**src/rtl/hazard_ctrl_pkg.sv**
```systemverilog
// Shared definitions for the hazard/forwarding controller: ALU op codes,
// forward-select codes, FSM states and the shadow pipeline entry.
package hazard_ctrl_pkg;

   typedef enum logic [2:0] {
      AluAddu  = 3'b000,
      AluSubu  = 3'b001,
      AluOri   = 3'b010,
      AluLoad  = 3'b011,
      AluStore = 3'b100,
      AluBeq   = 3'b101,
      AluLui   = 3'b110
   } alu_op_e;

   typedef enum logic [1:0] {
      FwdRf  = 2'b00,
      FwdWb  = 2'b01,
      FwdMem = 2'b10
   } fwd_e;

   typedef enum logic [1:0] {
      StRun     = 2'b00,
      StLdStall = 2'b01,
      StBrFlush = 2'b10
   } hz_state_e;

   typedef struct packed {
      logic       valid;
      logic [4:0] rs;
      logic [4:0] rt;
      logic [4:0] dst;
      logic       regwr;
      logic       is_load;
   } stage_t;

   function automatic logic is_load_op(input logic [2:0] aluctr);
      return aluctr == AluLoad;
   endfunction

   // A stage can supply a source operand only if it really writes a non-zero register.
   function automatic logic fwd_hit(input logic       valid,
                                    input logic       regwr,
                                    input logic [4:0] dst,
                                    input logic [4:0] src);
      return valid & regwr & (dst != 5'd0) & (dst == src);
   endfunction

endpackage

```
**src/rtl/fwd_sel.sv**
```systemverilog
// Forward-select for one EX-stage ALU operand; the younger MEM result
// takes priority over the older WB result.
module fwd_sel
   import hazard_ctrl_pkg::*;
(
   input  logic [4:0] src,
   input  logic       mem_valid,
   input  logic       mem_regwr,
   input  logic [4:0] mem_dst,
   input  logic       wb_valid,
   input  logic       wb_regwr,
   input  logic [4:0] wb_dst,
   output logic [1:0] sel
);

   always_comb begin
      sel = FwdRf;
      if (fwd_hit(mem_valid, mem_regwr, mem_dst, src)) begin
         sel = FwdMem;
      end else if (fwd_hit(wb_valid, wb_regwr, wb_dst, src)) begin
         sel = FwdWb;
      end
   end

endmodule

```
**src/rtl/hazard_ctrl.sv**
```systemverilog
// Hazard and forwarding controller for the 5-stage pipeline: load-use stall,
// taken-branch flush and ALU operand forwarding from a shadow tag pipeline.
module hazard_ctrl
   import hazard_ctrl_pkg::*;
#(
   parameter int unsigned CNT_W = 16
) (
   input  logic             clk,
   input  logic             rst,
   input  logic             id_valid,
   input  logic [4:0]       id_rs,
   input  logic [4:0]       id_rt,
   input  logic [4:0]       id_dst,
   input  logic             id_regwr,
   input  logic             id_use_rt,
   input  logic [2:0]       id_aluctr,
   input  logic             ex_br_taken,
   output logic             pc_stall,
   output logic             ifid_stall,
   output logic             idex_bubble,
   output logic             ifid_flush,
   output logic             idex_flush,
   output logic [1:0]       fwd_a,
   output logic [1:0]       fwd_b,
   output logic [1:0]       hz_state,
   output logic [CNT_W-1:0] stall_cnt,
   output logic [CNT_W-1:0] flush_cnt
);

   localparam logic [CNT_W-1:0] CntOne = {{(CNT_W-1){1'b0}}, 1'b1};

   stage_t    id_ent;
   stage_t    ex_q, mem_q, wb_q;
   hz_state_e state_q, state_d;
   logic      load_use;
   logic      flush;
   logic      stall;
   logic [CNT_W-1:0] stall_cnt_q, flush_cnt_q;

   always_comb begin
      id_ent         = '0;
      id_ent.valid   = id_valid;
      id_ent.rs      = id_rs;
      id_ent.rt      = id_rt;
      id_ent.dst     = id_dst;
      id_ent.regwr   = id_regwr;
      id_ent.is_load = is_load_op(id_aluctr);
   end

   // WB-vs-ID needs no check: the register file writes in the first half-cycle.
   always_comb begin
      load_use = id_valid & ex_q.valid & ex_q.is_load & (ex_q.dst != 5'd0) &
                 ((ex_q.dst == id_rs) | (id_use_rt & (ex_q.dst == id_rt)));
   end

   // Reset masks the event outputs immediately; a flush squashes the stall
   // because the stalled instruction is being discarded anyway.
   always_comb begin
      flush = ex_br_taken & ~rst;
      stall = load_use & ~flush & ~rst;
   end

   always_comb begin
      pc_stall    = stall;
      ifid_stall  = stall;
      idex_bubble = stall;
      ifid_flush  = flush;
      idex_flush  = flush;
   end

   // Every state leaves after one cycle; only a fresh event keeps it out of RUN.
   always_comb begin
      state_d = StRun;
      if (flush) begin
         state_d = StBrFlush;
      end else if (stall) begin
         state_d = StLdStall;
      end
   end

   always_ff @(posedge clk or posedge rst) begin
      if (rst) begin
         state_q <= StRun;
      end else begin
         state_q <= state_d;
      end
   end

   always_ff @(posedge clk or posedge rst) begin
      if (rst) begin
         ex_q  <= '0;
         mem_q <= '0;
         wb_q  <= '0;
      end else begin
         wb_q  <= mem_q;
         mem_q <= ex_q;
         // A squashed slot is cleared entirely so its tags cannot match anything.
         if (stall || flush) begin
            ex_q <= '0;
         end else begin
            ex_q <= id_ent;
         end
      end
   end

   always_ff @(posedge clk or posedge rst) begin
      if (rst) begin
         stall_cnt_q <= '0;
         flush_cnt_q <= '0;
      end else begin
         if (stall && (stall_cnt_q != '1)) begin
            stall_cnt_q <= stall_cnt_q + CntOne;
         end
         if (flush && (flush_cnt_q != '1)) begin
            flush_cnt_q <= flush_cnt_q + CntOne;
         end
      end
   end

   fwd_sel u_fwd_a (
      .src       (ex_q.rs),
      .mem_valid (mem_q.valid),
      .mem_regwr (mem_q.regwr),
      .mem_dst   (mem_q.dst),
      .wb_valid  (wb_q.valid),
      .wb_regwr  (wb_q.regwr),
      .wb_dst    (wb_q.dst),
      .sel       (fwd_a)
   );

   fwd_sel u_fwd_b (
      .src       (ex_q.rt),
      .mem_valid (mem_q.valid),
      .mem_regwr (mem_q.regwr),
      .mem_dst   (mem_q.dst),
      .wb_valid  (wb_q.valid),
      .wb_regwr  (wb_q.regwr),
      .wb_dst    (wb_q.dst),
      .sel       (fwd_b)
   );

   assign hz_state  = state_q;
   assign stall_cnt = stall_cnt_q;
   assign flush_cnt = flush_cnt_q;

   // WB source tags and load flag are kept for debug visibility only.
   logic unused_wb;
   assign unused_wb = ^{wb_q.rs, wb_q.rt, wb_q.is_load};

endmodule

```
**config.mk**
```make
export PLATFORM = sky130hd
export DESIGN_NAME = hazard_ctrl
export DESIGN_NICKNAME = d
export VERILOG_FILES = /design/src/rtl/hazard_ctrl_pkg.sv /design/src/rtl/fwd_sel.sv /design/src/rtl/hazard_ctrl.sv
export SDC_FILE = /design/constraint.sdc
export NUM_CORES = 1
export LEC_CHECK = 0
export BUFFER_PORTS_ARGS = -buffer_cell sky130_fd_sc_hd__buf_2
export CAP_MARGIN = 5
export CORE_ASPECT_RATIO = 1.25
export CORE_MARGIN = 4
export CORE_UTILIZATION = 54
export CTS_CLUSTER_SIZE = 12
export DETAILED_ROUTE_END_ITERATION = 16
export PLACE_DENSITY = 0.91
export SLEW_MARGIN = 25
export SYNTH_ARGS = -nofsm -noshare
export SYNTH_HDL_FRONTEND = slang
export SYNTH_SLANG_ARGS = --single-unit
```
**constraint.sdc**
```tcl
create_clock -name clk -period 3.3 [get_ports clk]
set_clock_uncertainty 0.05 [all_clocks]
set_input_delay 0.99 -clock clk [delete_from_list [all_inputs] [get_ports clk]]
set_output_delay 0.99 -clock clk [all_outputs]
set_load 0.03 [all_outputs]
```
==> metrics.md <==
| Metric | Value |
|---|---|
| Total number of vias | about 2100 |
| Layout cells sized above 1 | 33.03% |
| Syn Inst Count | ~250 |
| CORE AREA | ~5400 µm² |
| Top cell type by total area after synthesis | dfrtp_1 |
| Vias/cell | 5.468 |
| Synth Warn # | 0 |
| Initial Utilization | a little under three fifths |
| Root Driver | clkbuf_8 |
| GRT Resource Usage Total | approximately a fifth |
| Dpl hpwl | 4.649 mm |
| Fin. Hold Viols | 0 |
| Clk_lat worst skew | about 0.34 ns |
| WL/cell | 15.82 µm |
| Post-synthesis sequential area ratio | a little over half |
| Reg clk slew, reported paths | approximately 0.070 ns |
| Initial antenna violation count | 0 |
| H-tree Lvls | 3 |
| Syn avg cell area | 12.23 µm² |
| Post-synth ARST share | between 90% and 100% |
| Post-DP Area | roughly 3500 µm² |
| Reg2Reg Capture Point | flush_cnt[1] |
| CTS sink cnt | 66 |
| CTS tree | yes |
| Required @ worst endpoint | 2.26 ns |
| Hold_buf cts | 0 |
| Num CTS Buffers | 9 |
| Reg2reg setup slack | around 1.3 ns |
| Placed Instances | about 380 |
| Final Cell Area | between 3000 and 4000 µm² |
| Remaining antenna violation count | 0 |
| Synth area leaders | dfrtp_1, xnor2_1, xor2_1 |
| Area grow syn2layout | 20.37% |
| CTS resizes | 0 |
| Fin crit share | 96.24% |
| Die Area | 6864 µm² |
| Leakage power figure | ~1.8 nW |
| DRC Markers | 0 |
| Dominant synthesized flop cell | dfrtp_1 |
| Area of the mapped netlist | approximately 3000 µm² |
| Clock buffer depth | 2 |
| Min-delay worst type | reg2reg |
| Syn Nets | 273 |
| Worst VDD drop | about 250 µV |
| Hold Crit Endpoint | mem_q[1] |
| Post-synth EDFFs | 0 |
| Die X | 74.91 µm |
| Total wire length | 6.184 mm |
| Crit Path Max Fanout | 4 |
| Most frequent cell after synthesis | dfrtp_1 |
| Design Power | 0.001803 W |
| Via count of the first global-routing pass | 2158 |
| Rel. slew slack | a little over half |
| Final Non-Filler Cells | between 300 and 400 |
| First-pass GRT wire length | roughly 10 mm |
| Setup_tns | 0 ns |
| Final min period | ~3.2 ns |
| Crit path kind | reg2out |
| Worst setup EP type | primary output |
| CP arrival | roughly 2.1 ns |
| Die Y | ~90 µm |
| Site Rows | 30 |
| PD cells | 495.6 nW/µm² |
| Hold Path Stages | 0 |
| Met3 usage in global routing | under 10% |
| Met2 usage | approximately 33% |
| Drt first-iter violations | 150 |
| CP Launch Type | flip-flop |
| Yosys top cell area share | 54.66% |
| Reg2Reg Depth | 5 |
| RR Startpoint | flush_cnt[4] |
| Number of distinct library cells after synthesis | 40 |
| RSZ-0062 raised after global routing | false |
| Port Buffer Count | 66 |
| Boundary pin count | between 60 and 70 |
| Final setup violating endpoints | 0 |
| Max Cap Viol | 0 |
| GP Congestion | about 0.80 |
| Diodes inserted | 0 |
| Fmax | ~0.31 GHz |
| Slew @ Worst Pin | 0.7104 ns |
| Worst Hold Launch | ex_q[1] |
| Largest net degree at the start of global routing | 35 |
| Slew Limit Fails | 0 |
| Gr busiest metal | met2 |
| Met1 usage | about a quarter |
| Commonest cells post-synth | dfrtp_1, xnor2_1, xor2_1, and2_1, nand3_1 |
| Nets | between 300 and 400 |
| # Post-CTS Setup Buffers | 0 |
| Drt pass-1 iters | 4 |
| Outcome | finished, final reports clean |
| #FFs+latches synth | 66 |
| Grt total ovfl | 0 |
==> flip-flops by register name, summed over array words and instances, names as in the netlist <==
register,flops
stall_cnt,16
ex_q,18
hz_state,2
flush_cnt,16
mem_q,7
wb_q,7
==> metrics by stage <==
step	hold slack (ns)	util [%]	worst slack, ns
floorplan	0.2812	-	0.02984
global placement	0.2868	63.47	0.2124
detailed placement	0.2934	63.47	0.1930
CTS	0.3097	66.62	0.1120
global route	0.3168	66.83	0.01131
finish	0.3116	66.83	0.1241
==> worst max-delay path: stages (launching register included) <==
cell	delay, ns
dfrtp_1	0.42
or4_1	0.52
o211ai_1	0.26
nor4_1	0.13
nor4_2	0.27
buf_4	0.20
==> cell type report <==
class,count,area [µm²]
multi-input cells,172,1341
flip-flops and latches,66,1652
repair buffers,71,385.4
well taps,64,80.08
inverters,2,7.507
fillers,395,1805
clock inverters,5,30.03
clock buffers,11,141.4
==> metal layers <==
layer  up-vias  routed length [µm]
met4         0                  71
met3         6                 345
met5         -                   0
met2        71                3293
li1       1005                   -
met1      1056                2473
==> worst max-delay path by stage <==
stage	startpoint	endpoint	slack, ns	cells past startpoint
after floorplan	id_rs[4]	ifid_stall	0.03	6
after global placement	id_rt[2]	pc_stall	0.21	6
after detailed placement	id_rs[1]	ifid_stall	0.19	6
after CTS	mem_q[2]	fwd_a[0]	0.11	5
after global routing	mem_q[2]	fwd_a[0]	0.01	5
final	mem_q[2]	fwd_a[0]	0.12	5
==> where the power goes <==
group          internal [W]  total, W  leakage, nW  switching (W)
Combinational      0.000109  0.000277        0.895       0.000168
Sequential         0.000868  0.000937        0.859      0.0000690
Clock              0.000289  0.000589       0.0851       0.000300
==> cell usage in the layout, fill, tap and decap left out, types with 6 or more instances in the layout <==
cell,count
dfrtp_1,66
buf_2,64
xnor2_1,33
xor2_1,27
and2_1,21
nand3_1,14
and3_1,10
nand2_1,10
clkbuf_8,10
nand4_1,8
and3_2,6
buf_4,6
==> cells by family (layout without fill, tap and decap cells) <==
logic type               after synthesis  in the layout  share of synthesized area (%)
AND/OR/NAND/NOR                       98             98                          21.28
buffers and inverters                  9             89                          1.574
AO/OA/AOI/OAI                         10             10                          3.395
flip-flops                            66             66                          54.66
XOR/XNOR                              60             60                          17.39
adder cells (fa/ha/maj)                2              2                         0.8280
multiplexers                           2              2                         0.8694
No activity file was read; power rests on OpenSTA's default activity.
